--- src/rtl/m_fifo_flex_pkg.sv ---
// -----------------------------------------------------------------------------
// m_fifo_flex_pkg
//   Shared constants and helpers for the flexible FWFT FIFO:
//     - default WIDTH / AW / almost-level values
//     - fifo_depth(): DEPTH = 1 << AW
//     - clog2(): width of a counter holding 0..N-1
//   Optional feature macro used by this FIFO family: M_FIFO_FLEX_ALMOST_EN
// -----------------------------------------------------------------------------
`ifndef M_FIFO_FLEX_PKG_SV
`define M_FIFO_FLEX_PKG_SV

package m_fifo_flex_pkg;

    localparam int DEF_WIDTH  = 11;
    localparam int DEF_AW     = 4;
    localparam int DEF_AF_LVL = 2;
    localparam int DEF_AE_LVL = 2;

    // Number of entries addressed by an aw-bit pointer.
    function automatic int fifo_depth(input int aw);
        return 1 << aw;
    endfunction

    // Bits needed to represent values 0..v-1 (ceil(log2(v))).
    function automatic int clog2(input int v);
        int r;
        r = 0;
        for (int x = v - 1; x > 0; x = x >> 1) begin
            r = r + 1;
        end
        return r;
    endfunction

endpackage

`endif

--- src/rtl/m_fifo_flex_ram.sv ---
// -----------------------------------------------------------------------------
// m_fifo_flex_ram
//   WIDTH x DEPTH register array for m_fifo_flex. Not reset.
//   Ports:
//     clock  in   rising-edge clock
//     we     in   write enable
//     waddr  in   write address (AW bits)
//     wdata  in   write data (WIDTH bits)
//     raddr  in   read address (AW bits)
//     rdata  out  asynchronous read data, mem[raddr]
// -----------------------------------------------------------------------------
module m_fifo_flex_ram
    import m_fifo_flex_pkg::*;
#(
    parameter int WIDTH = DEF_WIDTH,
    parameter int AW    = DEF_AW
) (
    input  logic             clock,
    input  logic             we,
    input  logic [AW-1:0]    waddr,
    input  logic [WIDTH-1:0] wdata,
    input  logic [AW-1:0]    raddr,
    output logic [WIDTH-1:0] rdata
);

    localparam int DEPTH = fifo_depth(AW);

    logic [WIDTH-1:0] mem [DEPTH];

    always_ff @(posedge clock) begin
        if (we) begin
            mem[waddr] <= wdata;
        end
    end

    assign rdata = mem[raddr];

endmodule

--- src/rtl/m_fifo_flex.sv ---
// -----------------------------------------------------------------------------
// m_fifo_flex
//   Synchronous first-word-fall-through FIFO with src_rdy/dst_rdy handshake,
//   generic WIDTH and DEPTH = 2**AW, exporting free-space and occupancy counts.
//   Optional macro M_FIFO_FLEX_ALMOST_EN adds registered almost_full /
//   almost_empty outputs and their AF_LVL / AE_LVL parameters.
//   Ports:
//     clock         in   rising-edge clock
//     reset         in   asynchronous active-high reset
//     clear         in   synchronous flush, wins over same-cycle transfers
//     datain        in   write data
//     src_rdy_i     in   upstream has valid datain
//     dst_rdy_o     out  FIFO can accept (not full)
//     dataout       out  head-of-FIFO data, valid when src_rdy_o
//     src_rdy_o     out  FIFO not empty
//     dst_rdy_i     in   downstream accepts dataout
//     space         out  free entries 0..DEPTH
//     occupied      out  stored entries 0..DEPTH
//     almost_full   out  space <= AF_LVL     (macro only)
//     almost_empty  out  occupied <= AE_LVL  (macro only)
// -----------------------------------------------------------------------------
module m_fifo_flex
    import m_fifo_flex_pkg::*;
#(
    parameter int WIDTH  = DEF_WIDTH,
    parameter int AW     = DEF_AW
`ifdef M_FIFO_FLEX_ALMOST_EN
    ,
    parameter int AF_LVL = DEF_AF_LVL,
    parameter int AE_LVL = DEF_AE_LVL
`endif
) (
    input  logic             clock,
    input  logic             reset,
    input  logic             clear,
    input  logic [WIDTH-1:0] datain,
    input  logic             src_rdy_i,
    output logic             dst_rdy_o,
    output logic [WIDTH-1:0] dataout,
    output logic             src_rdy_o,
    input  logic             dst_rdy_i,
    output logic [AW:0]      space,
    output logic [AW:0]      occupied
`ifdef M_FIFO_FLEX_ALMOST_EN
    ,
    output logic             almost_full,
    output logic             almost_empty
`endif
);

    localparam int DEPTH = fifo_depth(AW);
    localparam int CNT_W = clog2(DEPTH + 1);
    localparam logic [CNT_W-1:0] FULL_CNT = CNT_W'(DEPTH);

    logic [AW-1:0]    wr_ptr;
    logic [AW-1:0]    rd_ptr;
    logic [CNT_W-1:0] occ;
    logic [CNT_W-1:0] occ_nxt;
    logic             wr_en;
    logic             rd_en;
    logic [WIDTH-1:0] ram_rdata;

    // Full/empty are taken from the occupancy counter only, so pointer
    // equality never has to be disambiguated.
    assign src_rdy_o = (occ != '0);
    assign dst_rdy_o = (occ != FULL_CNT);

    assign wr_en = src_rdy_i & dst_rdy_o;
    assign rd_en = src_rdy_o & dst_rdy_i;

    assign occupied = occ;
    assign space    = FULL_CNT - occ;

    always_comb begin
        occ_nxt = occ;
        case ({wr_en, rd_en})
            2'b10:   occ_nxt = occ + 1'b1;
            2'b01:   occ_nxt = occ - 1'b1;
            default: occ_nxt = occ;
        endcase
    end

    always_ff @(posedge clock or posedge reset) begin
        if (reset) begin
            wr_ptr <= '0;
            rd_ptr <= '0;
            occ    <= '0;
        end else if (clear) begin
            wr_ptr <= '0;
            rd_ptr <= '0;
            occ    <= '0;
        end else begin
            // AW-bit pointers wrap modulo DEPTH on their own.
            if (wr_en) begin
                wr_ptr <= wr_ptr + 1'b1;
            end
            if (rd_en) begin
                rd_ptr <= rd_ptr + 1'b1;
            end
            occ <= occ_nxt;
        end
    end

`ifdef M_FIFO_FLEX_ALMOST_EN
    // Computed from the next occupancy so the flags change on the same edge
    // as occupied.
    always_ff @(posedge clock or posedge reset) begin
        if (reset) begin
            almost_full  <= (DEPTH <= AF_LVL);
            almost_empty <= 1'b1;
        end else if (clear) begin
            almost_full  <= (DEPTH <= AF_LVL);
            almost_empty <= 1'b1;
        end else begin
            almost_full  <= (int'(FULL_CNT - occ_nxt) <= AF_LVL);
            almost_empty <= (int'(occ_nxt) <= AE_LVL);
        end
    end
`endif

    // A word dropped by clear must not land in the array.
    m_fifo_flex_ram #(
        .WIDTH (WIDTH),
        .AW    (AW)
    ) u_ram (
        .clock (clock),
        .we    (wr_en & ~clear),
        .waddr (wr_ptr),
        .wdata (datain),
        .raddr (rd_ptr),
        .rdata (ram_rdata)
    );

    // The array is never reset; forcing zero while empty gives a defined
    // dataout after reset/clear instead of stale or unknown contents.
    assign dataout = src_rdy_o ? ram_rdata : '0;

endmodule

--- config.mk ---
export PLATFORM = sky130hd
export DESIGN_NAME = m_fifo_flex
export DESIGN_NICKNAME = d
export VERILOG_FILES = /design/src/rtl/m_fifo_flex_pkg.sv /design/src/rtl/m_fifo_flex_ram.sv /design/src/rtl/m_fifo_flex.sv
export SDC_FILE = /design/constraint.sdc
export NUM_CORES = 1
export LEC_CHECK = 0
export CAP_MARGIN = 40
export CORE_MARGIN = 2
export CORE_UTILIZATION = 64
export DETAILED_ROUTE_END_ITERATION = 12
export GPL_TIMING_DRIVEN = 0
export PLACE_DENSITY = 0.94
export REMOVE_ABC_BUFFERS = 1
export SKIP_LAST_GASP = 1
export SYNTH_ARGS = -nofsm -noshare
export SYNTH_HDL_FRONTEND = slang
export SYNTH_SLANG_ARGS = --single-unit
--- constraint.sdc ---
create_clock -name clock -period 5.4 [get_ports clock]
set_input_delay 1.08 -clock clock [delete_from_list [all_inputs] [get_ports clock]]
set_output_delay 1.08 -clock clock [all_outputs]
set_load 0.02 [all_outputs]
* Word-level counts from Yosys, hierarchy flattened
Memories as Yosys holds them, arrays and structs flattened. Cells that the tools add are included.
Word-level totals: logic and storage cells 29, memories 1, RAM bits 176, flip-flop bits (word level) 13, output and inout port bits 23
Cells by class: reductions and logical operators 4, bitwise logic cells 4, eq/ne operators 3, multiplexer cells 9, add/sub/neg operators 5
Memories:
- u_ram.mem | depth 16, width 11, read ports 1, clocked after memory_dff 0, wr ports 1, line m_fifo_flex_ram.sv:28 | logic [WIDTH-1:0] mem [DEPTH];
Operators by type and width (number):
- two-way mux 4 bit | 4
- two-way mux 11 bit | 1
- one-hot mux 5 bit (2 select lines) | 1
- adder 4 x 1 -> 4 bit (second input constant) | 2
- adder 5 x 1 -> 5 bit (second input constant) | 1
- two-way mux 5 bit | 1
- inequality test 5 bit (second input constant) | 1
- nonzero test 5 bit | 1
- subtractor 5 x 1 -> 5 bit (second input constant) | 1
- subtractor 5 bit (first input constant) | 1
- nonzero test 2 bit | 2
- AND 1 bit | 3
- nonzero test 3 bit | 1
- == test 2 x 1 -> 1 bit (second input constant) | 1
- == test 2 bit (second input constant) | 1
- two-way mux 1 bit | 2
- NOT 1 bit | 1

* Longest topological paths before layout
Gate-level depths: netlist of the first run.
depth in word-level cells 5, depth in mapped cells 12, depth with buffers taken out 11

* Hierarchy
Synthesis of the first run repeated with hierarchy kept, for this count alone.
Second synthesis, totals: cells, all modules 393, area, all modules 7749.9 µm²
Modules (own cells, without submodules):
- m_fifo_flex_ram | times used 1, seq. area each 5285.1 µm², area each 6819.0 µm², cells an instance 294
- m_fifo_flex | times used 1, seq. area each 325.3 µm², area each 930.9 µm², cells an instance 99

* Worst setup path after synthesis of the first run
Ideal clock, no wire load.
path type reg-to-output, start point register occ[1], in the netlist occupied[1], end point output port dataout[0], arrival 2.295 ns, path buffers 1, cell stages (with the launch flop) 8, required time 4.320 ns, slack 2.025 ns, cells stage by stage dfrtp_1 inv_1 ha_1 nor3b_1 ha_1 or2_2 clkbuf_1 o31ai_1
Between the ends: longest elaborated chain between the ends 2
RTL lines:
- start: declaration | line m_fifo_flex.sv:57 | logic [CNT_W-1:0] occ;
- start signal: assignment | line m_fifo_flex.sv:100 | occ <= occ_nxt;
- nonzero test 5 bit | line m_fifo_flex.sv:65 | assign src_rdy_o = (occ != '0);
- two-way mux 11 bit | line m_fifo_flex.sv:136 | assign dataout = src_rdy_o ? ram_rdata : '0;
- end: declaration | line m_fifo_flex.sv:39 | output logic [WIDTH-1:0] dataout,
Every way passes these cells.

* Final worst setup path of the first run
start point register occ[1], in the netlist occupied[1], end point output port dataout[8]
Same word-level chain as after synthesis.

==> impl.org, run 1 <==
** Finish
- The library cells used most frequently in the layout, excluding fill and tap cells, are 176 x edfxtp_1, 45 x mux2i_1, 38 x nor2_1, 38 x clkdlybuf4s50_1, 18 x o21ai_1.
- Most frequent standard cell in the layout excluding fill and tap cells :: edfxtp_1
- Register area :: around 5600 um2
- Summing all multi-input logic gate instances after layout gives 1900 um2.
- Final cell count without fillers :: 648
- 0 antenna diodes ended up in the layout.
- The area growth from synthesis to layout is 14.6%.
- Measured on the finished design, the core utilization comes to about 75%.
- Fin nets :: approximately 500
- Counting the fill cells in the layout gives about 630.
- In the final layout, the share of cells above drive strength 1 is between 10% and 20%.

** Floorplan
- The die is about 110 um tall.
- The die covers roughly 13000 um2.
- Die width :: roughly 110 um
- Boundary Pins :: 39
- After floorplanning, the core was sized to cover 11900 um2.
- Row Count :: 40
- The initial utilization of the core area, before any placement, comes to approximately two thirds.

** Global route
- Met2 Use GR :: 43.3%
- For met1 alone, demand over resource in global routing was about a third.
- Gr busiest metal :: met2
- Number of global-route vias before repair :: 4429
- The number of antenna violations at the first check in global routing was 0.
- Summed over all layers, the global routing overflow is 0.
- Entering global routing, the biggest net connects 43 pins.
- Global routing met3 resource utilization :: under 10%
- Total routing resource utilization after global routing :: between 20% and 30%
- The first global-routing pass estimated between 20000 and 25000 um of wire.

** CTS
- TritonCTS built the clock tree.
- Largest buffer count on any clock path :: 2
- Root Buffer :: clkbuf_16
- In this run, post-CTS hold repair placed 0 buffers.
- Cts bufs inserted :: 17
- The H-tree generated during clock tree synthesis spans 4 levels.
- Buffers added to address setup during post-CTS repair amount to 0.
- For the worst-skew pair, the clock arrives at the later sink with an insertion delay of between 0.4 and 0.5 ns.
- Once the clock tree was built, the resizer swapped 0 gates to a different size.
- Clock sink count :: ~190
- Clock-pin slew was measured on the worst setup and hold paths at 0.07 ns.

** Logic synthesis
- Summed instance area of the synthesized netlist :: between 7000 and 8000 um2
- After synthesis the netlist holds a flip-flop and latch count of ~190.
- Number of enable flip-flop cells after synthesis :: between 150 and 200
- After synthesis, the share of flip-flops with an asynchronous set or reset is under 10%.
- The netlist uses 40 different library cells.
- In the synthesized netlist the dominant register cell turns out to be edfxtp_1.
- Cell count after synthesis :: roughly 440
- Fraction of the yosys area taken by sequential cells :: between 70% and 80%
- Count of warnings emitted by yosys :: 0
- Post-Syn Area per Cell :: about 18 um2

** Worst setup path
- Data arrival at the endpoint of the critical path :: around 3.5 ns
- Depth of the most critical reg-to-reg path :: 8
- The critical path is of the flip-flop to output port type.
- In this run the worst path has a maximum fanout of 11.
- STA classifies the critical path endpoint as an output port.
- Crit start category :: flip-flop
- Data on the critical path is required at its endpoint by approximately 4.3 ns.
- Slack of the worst reg-to-reg path :: 2.00 ns
- Startpoint of the most critical register-to-register path :: occupied[1]
- Capture instance of the worst register-to-register path :: u_ram.mem[9][3]

** STA
- Post-route clock period utilization :: around 84%
- Hold Violations, Final :: 0
- Layout Skew :: 0.00963 ns
- Setup repair after global routing missed its margin :: no
- Final-layout setup total negative slack :: 0 ns
- Setup violations remaining at the end of the flow were counted as 0.
- The final max-slew violation count was 0.
- Tightest Pin Transition :: about 0.93 ns
- Relative slew slack :: 38.0%
- Min Clock Period, post-route :: roughly 4.5 ns
- Upper clock frequency limit :: about 0.22 GHz
- Smallest setup slack after layout :: about 0.86 ns

** Drt
- Number of iterations in the first detailed-routing pass :: 5
- Initial detailed-routing violation count :: just under 700
- Ratio of routed vias to standard cells :: between 6 and 7
- The final route contains around 4300 vias.
- Wirelength, routed :: 16700 um
- Number of remaining DRC errors :: 0
- Once detail routing completed, the nets flagged for antenna violations numbered 0.
- Mean routed wirelength per cell :: around 26 um

** Placement
- At the end of routability-driven placement, the weighted congestion stood at approximately 0.76.
- The HPWL after detailed placement is 10400 um.
- Worst slack, placed :: around 1.4 ns
- Port buffering added 38 buffers.
- Once placement completed, the tool counted placed cells totaling just over 600.

** Pwr
- Internal power comes to about 2.8 mW.
- Power spread over the standard cell area amounts to 446 nW/um2.
- The worst-case IR drop observed on VDD is ~480 uV.
- Of the total power, combinational logic draws 28.5%.
- Final total power :: 3.97 mW
- Clock network fraction of design power :: about 28%
- In this run switching power makes up between 20% and 30% of total power.
- Switching power :: between 1 and 1.5 mW
- Sequential Power Share :: between 40% and 50%
- For this design the static power due to leakage is 2.93 nW.

** Worst hold path
- Path class of the lowest-slack min-delay path :: flip-flop to flip-flop
- The worst hold path terminates at rd_ptr[3].
- HP Start :: rd_ptr[3]
- The worst hold path passes through 2 cells.

** Status
- The flow ran to the end, and the final reports show no timing, DRC or antenna violations.

** Job
- The tool flagged a number of max-cap violations equal to 0.
## power groups by stage
stage | clock network, mW | registers (mW) | logic (mW)
after CTS | 1.12 | 1.72 | 1.13
after global placement | 0 | 1.80 | 1.04
after floorplan | 0 | 1.79 | 0.638
after detailed placement | 0 | 1.75 | 1.12
final | 1.11 | 1.72 | 1.13
after global routing | 1.18 | 1.73 | 1.20
## through the flow
step                hold WS (ns)  area (um2)
global route               0.638        8900
floorplan                  0.519        7540
finish                     0.618        8900
CTS                        0.608        8900
global placement           0.542        8110
detailed placement         0.581        8370
## cells by family after synthesis
group / count (synthesis) / share of synthesized area [%]
flip-flops: 189 / 72.3
AND/OR/NAND/NOR: 75 / 4.45
multiplexers: 70 / 12.9
AO/OA/AOI/OAI: 49 / 4.53
buffers and inverters: 33 / 3.32
XOR/XNOR: 10 / 1.13
adder cells (fa/ha/maj): 9 / 1.45
## area by class of cell
type | count | share of cell area [%]
tap | 147 | 2.07
clock buffer | 22 | 5.10
sequential | 189 | 63.1
clock inverter | 10 | 0.787
inverter | 10 | 0.422
multi-input combinational | 213 | 21.3
timing repair buffer | 57 | 7.23
## Yosys cell counts (4+ instances only)
cell type / instances / area, um2
buf_2: 5 / 25.0
nor2b_1: 5 / 31.3
mux2i_1: 45 / 450
o31ai_1: 4 / 30.0
buf_12: 5 / 100
a22o_1: 4 / 35.0
o21ai_1: 18 / 90.1
nand2_1: 15 / 56.3
mux4_1: 5 / 131
xnor2_1: 7 / 61.3
mux4_2: 17 / 383
ha_1: 9 / 113
a221oi_1: 17 / 149
nor2_1: 38 / 143
edfxtp_1: 176 / 5290
buf_4: 4 / 30.0
dfrtp_1: 13 / 325
clkbuf_1: 5 / 18.8
inv_1: 10 / 37.5
## worst max path at each step
stage,slack (ns),startpoint,to
after floorplan,0.72,rd_ptr[0],dataout[0]
after global placement,-0.57,rd_ptr[0],dataout[5]
after detailed placement,1.38,occupied[1],dataout[2]
after CTS,0.91,occupied[0],dataout[8]
after global routing,0.70,occupied[0],dataout[8]
final,0.86,occupied[1],dataout[8]
## critical path: stages, from the launching register on
cell	delay [ns]
dfrtp_1	0.46
inv_1	0.10
ha_1	0.21
nor3b_1	0.16
ha_1	0.26
nand2b_1	0.50
a221oi_1	0.40
o21ai_1	0.15
o31ai_1	0.13
clkdlybuf4s50_1	0.68
## per-layer routing
layer,up-vias,routed length (um)
met3,57,1390
met2,254,8300
met5,-,0
met1,2156,6400
met4,0,585
li1,1819,-
## flip-flops by register name (all words and copies together) (netlist names)
signal / count
u_ram.mem: 176
occupied: 5
rd_ptr: 4
wr_ptr: 4
No activity file was read; power rests on OpenSTA's default activity.
==> run 2, diff against run 1 <==
--- a/config.mk
+++ b/config.mk
@@ -7,10 +7,10 @@
 export LEC_CHECK = 0
 export CAP_MARGIN = 40
 export CORE_MARGIN = 2
-export CORE_UTILIZATION = 64
+export CORE_UTILIZATION = 54
 export DETAILED_ROUTE_END_ITERATION = 12
 export GPL_TIMING_DRIVEN = 0
-export PLACE_DENSITY = 0.94
+export PLACE_DENSITY = 0.86
 export REMOVE_ABC_BUFFERS = 1
 export SKIP_LAST_GASP = 1
 export SYNTH_ARGS = -nofsm -noshare
==> constraint.sdc (replaced) <==
create_clock -name clock -period 3.9 [get_ports clock]
set_input_delay 0.78 -clock clock [delete_from_list [all_inputs] [get_ports clock]]
set_output_delay 0.78 -clock clock [all_outputs]
set_load 0.02 [all_outputs]
==> impl.org, run 2 (synthesized netlist as in run 1, its figures left out) <==
** Status
- Outcome :: complete, no violations (unchanged)

** Floorplan
- The I/O pin total came to 39 (unchanged).
- The vertical die dimension is 124 um (was 114 um).
- Die width :: 124 um (was 114 um)
- Core box area :: 14000 um2 (was 11900 um2)
- The initial core utilization is 55.5% (was 65.2%).
- Row Count :: 43 (was 40)
- Area enclosed by the die boundary :: 15400 um2 (was 13000 um2)

** Worst setup path
- The critical setup path kind is flip-flop to output port (unchanged).
- The capturing point of the worst reg2reg path was u_ram.mem[3][9] (was u_ram.mem[9][3]).
- The critical path data arrival time is 2.91 ns (was 3.46 ns).
- The beginning of the worst register-to-register path was occupied[1] (unchanged).
- The worst-path maximum fanout is 11 (unchanged).
- The launching element type of the critical path is a flip-flop (unchanged).
- The worst-case reg-to-reg path depth is 8 (unchanged).
- The type of destination of the critical path was an output port (unchanged).
- Slack of the worst reg-to-reg path :: 0.59 ns (was 2.00 ns)
- Critical path data required time :: 3.12 ns (was 4.32 ns)

** Worst hold path
- The endpoint of the worst hold path was occupied[1] (was rd_ptr[3]).
- The start point of the worst min-delay path is occupied[1] (was rd_ptr[3]).
- The hold path depth is 2 (unchanged).
- Path class of the lowest-slack min-delay path :: flip-flop to flip-flop (unchanged)

** Global route
- The first-pass GRT wire length came to 24500 um (was 25000 um).
- Grt ovf :: 0 (unchanged)
- The maximum number of pins on one net before global-route repair was 50 (was 43).
- The number of antenna violations at the first check in global routing is 0 (unchanged).
- Total routing resource utilization after global routing :: 23.0% (was 26.9%)
- The via count of the first global-routing pass came to 4290 (was 4429).

** Finish
- Post-synthesis to final-layout area growth :: 15.8% (was 14.6%)
- The share of final-layout standard cells stronger than drive strength 1 came to 15.4% (was 14.2%).
- The area taken by flip-flops and latches came to 5620 um2 (was 5610 um2).
- Antenna fix cells :: 0 (unchanged)
- The area of the multi-input gates is 1910 um2 (was 1900 um2).
- The register ranked first by flip-flop count is u_ram.mem (unchanged).
- The number of flip-flops under the largest register name was 176 (unchanged).
- Fin nets :: 513 (unchanged)
- The finished layout cell area is 8990 um2 (was 8900 um2).
- Most frequent cells in the layout :: 176 x edfxtp_1, 45 x mux2i_1, 38 x nor2_1 (was 176 x edfxtp_1, 45 x mux2i_1, 38 x nor2_1, 38 x clkdlybuf4s50_1, 18 x o21ai_1)
- Largest registers :: u_ram.mem (176), occupied (5) (unchanged)
- The commonest non-fill, non-tap cell in the layout was edfxtp_1 (unchanged).
- Filler Cell Count :: 912 (was 627)

** CTS
- Cts bufs inserted :: 17 (unchanged)
- Total setup buffers inserted after CTS :: 0 (unchanged)
- The count of H-tree levels built during CTS is 4 (unchanged).
- CTS tree :: built (unchanged)
- Post-cts resize count :: 10 (was 0)
- The clock transition time at the flip-flop clock pins of the worst setup and hold paths was 0.06 ns (was 0.07 ns).
- The clock sink count came to 189 (unchanged).
- Clock latency reported for the late side of the worst-skew pair :: 0.43 ns (was 0.42 ns)
- Largest buffer count on any clock path :: 2 (unchanged)
- The clock root buffer master was clkbuf_16 (unchanged).
- The hold buffer count at CTS was 0 (unchanged).

** Placement
- HPWL after DPL :: 10700 um (was 10400 um)
- The number of buffers added on ports was 38 (unchanged).
- Area post-placement :: 8390 um2 (was 8370 um2)
- Gpl congestion :: 0.806 (was 0.757)
- The placement-stage worst setup slack is 0.0909 ns (was 1.38 ns).

** STA
- Derived from the worst setup path, the maximum achievable clock frequency is between 0.2 and 0.3 GHz.
- Layout Skew :: 0.00726 ns (was 0.00963 ns)
- The number of endpoints with negative hold slack in the final report was 0 (unchanged).
- Setup repair after global routing missed its margin :: no (unchanged)
- Number of pins exceeding their max-slew limit in the final report :: 0 (unchanged)
- The setup violation total in the final timing report was 0 (unchanged).
- The pin slew with the least headroom to its limit is 0.870 ns (was 0.926 ns).
- The worst setup slack after layout is 0.214 ns (was 0.861 ns).
- Subtracting the final worst setup slack from the clock period gives approximately 3.7 ns.
- Post-route clock period utilization :: between 90% and 100%
- The tightest slew margin relative to the limit is 41.8% (was 38.0%).

** Drt
- The length of routed met2 wiring was 8210 um (was 8300 um).
- The detail-routed via count per cell is 6.23 (was 6.61).
- WL met3 :: 1180 um (was 1390 um)
- The DRC violation count after routing was 0 (unchanged).
- The final wirelength is 16500 um (was 16700 um).
- The iteration count of the initial detailed-routing pass came to 5 (unchanged).
- The total via count after detailed routing came to 4233 (was 4286).
- Max layer used :: met4 (unchanged)
- Met1 Wirelength :: 6620 um (was 6400 um)
- Initial detailed-routing violation count :: 664 (was 687)
- The number of nets with antenna violations after routing came to 0 (unchanged).
- The routed length per instance came to 24.3 um (was 25.7 um).

** Pwr
- The leakage power figure came to 3.06 nW (was 2.93 nW).
- The power density normalized to cell area came to 626 nW/um2 (was 446 nW/um2).
- The peak supply drop is 697 uV (was 477 uV).

** Job
- The count of maximum capacitance violations is 0 (unchanged).
## run 2: worst max path at each step
stage | from | end | slack (ns) | cells after the start
after detailed placement | occupied[1] | dataout[5] | 0.09 | 9
final | occupied[1] | dataout[8] | 0.21 | 9
after global placement | rd_ptr[0] | dataout[5] | -1.85 | 4
after global routing | occupied[1] | dataout[8] | 0.05 | 9
after CTS | rd_ptr[2] | dataout[3] | 0.01 | 6
after floorplan | rd_ptr[0] | dataout[0] | -0.48 | 3
## run 2: per-stage QoR
step | instances | hold WS [ns] | util, % | power [mW] | TNS [ns]
after floorplan | 412 | 0.519 | - | 3.36 | -3.13
after global routing | 680 | 0.663 | 64.3 | 5.85 | 0
after detailed placement | 649 | 0.596 | 60.0 | 3.98 | 0
final | 680 | 0.643 | 64.3 | 5.63 | 0
after global placement | 630 | 0.538 | 58.3 | 3.94 | -17.05
after CTS | 680 | 0.634 | 64.2 | 5.66 | 0
## run 2: worst max-delay path, stage by stage, from the launching register on
cell,delay (ns)
dfrtp_2,0.45
inv_1,0.11
ha_1,0.18
nor3b_1,0.30
ha_1,0.35
nand2b_4,0.30
a221oi_1,0.09
o21ai_1,0.18
o31ai_1,0.17
dlygate4sd2_1,0.35
## run 2: area by class of cell
cell class / instances / share of cell area, %
Clock inverter: 13 / 1.67
Multi-Input combinational cell: 213 / 21.2
Tap cell: 180 / 2.50
Timing Repair Buffer: 57 / 6.97
Clock buffer: 18 / 4.77
Sequential cell: 189 / 62.5
Inverter: 10 / 0.417
## run 2: routing by layer
| layer | vias to the layer above | global-route usage, % |
|---|---|---|
| li1 | 1813 | - |
| met1 | 2151 | 30.0 |
| met4 | 0 | 9.13 |
| met3 | 41 | 6.09 |
| met2 | 228 | 37.1 |
| met5 | - | 0 |
## run 2: report_power, final
group          switching [mW]  leakage (nW)  internal, mW  total, mW
sequential              0.109          1.76          2.28       2.39
clock                   0.701         0.269         0.995       1.70
combinational           0.822          1.03         0.720       1.54
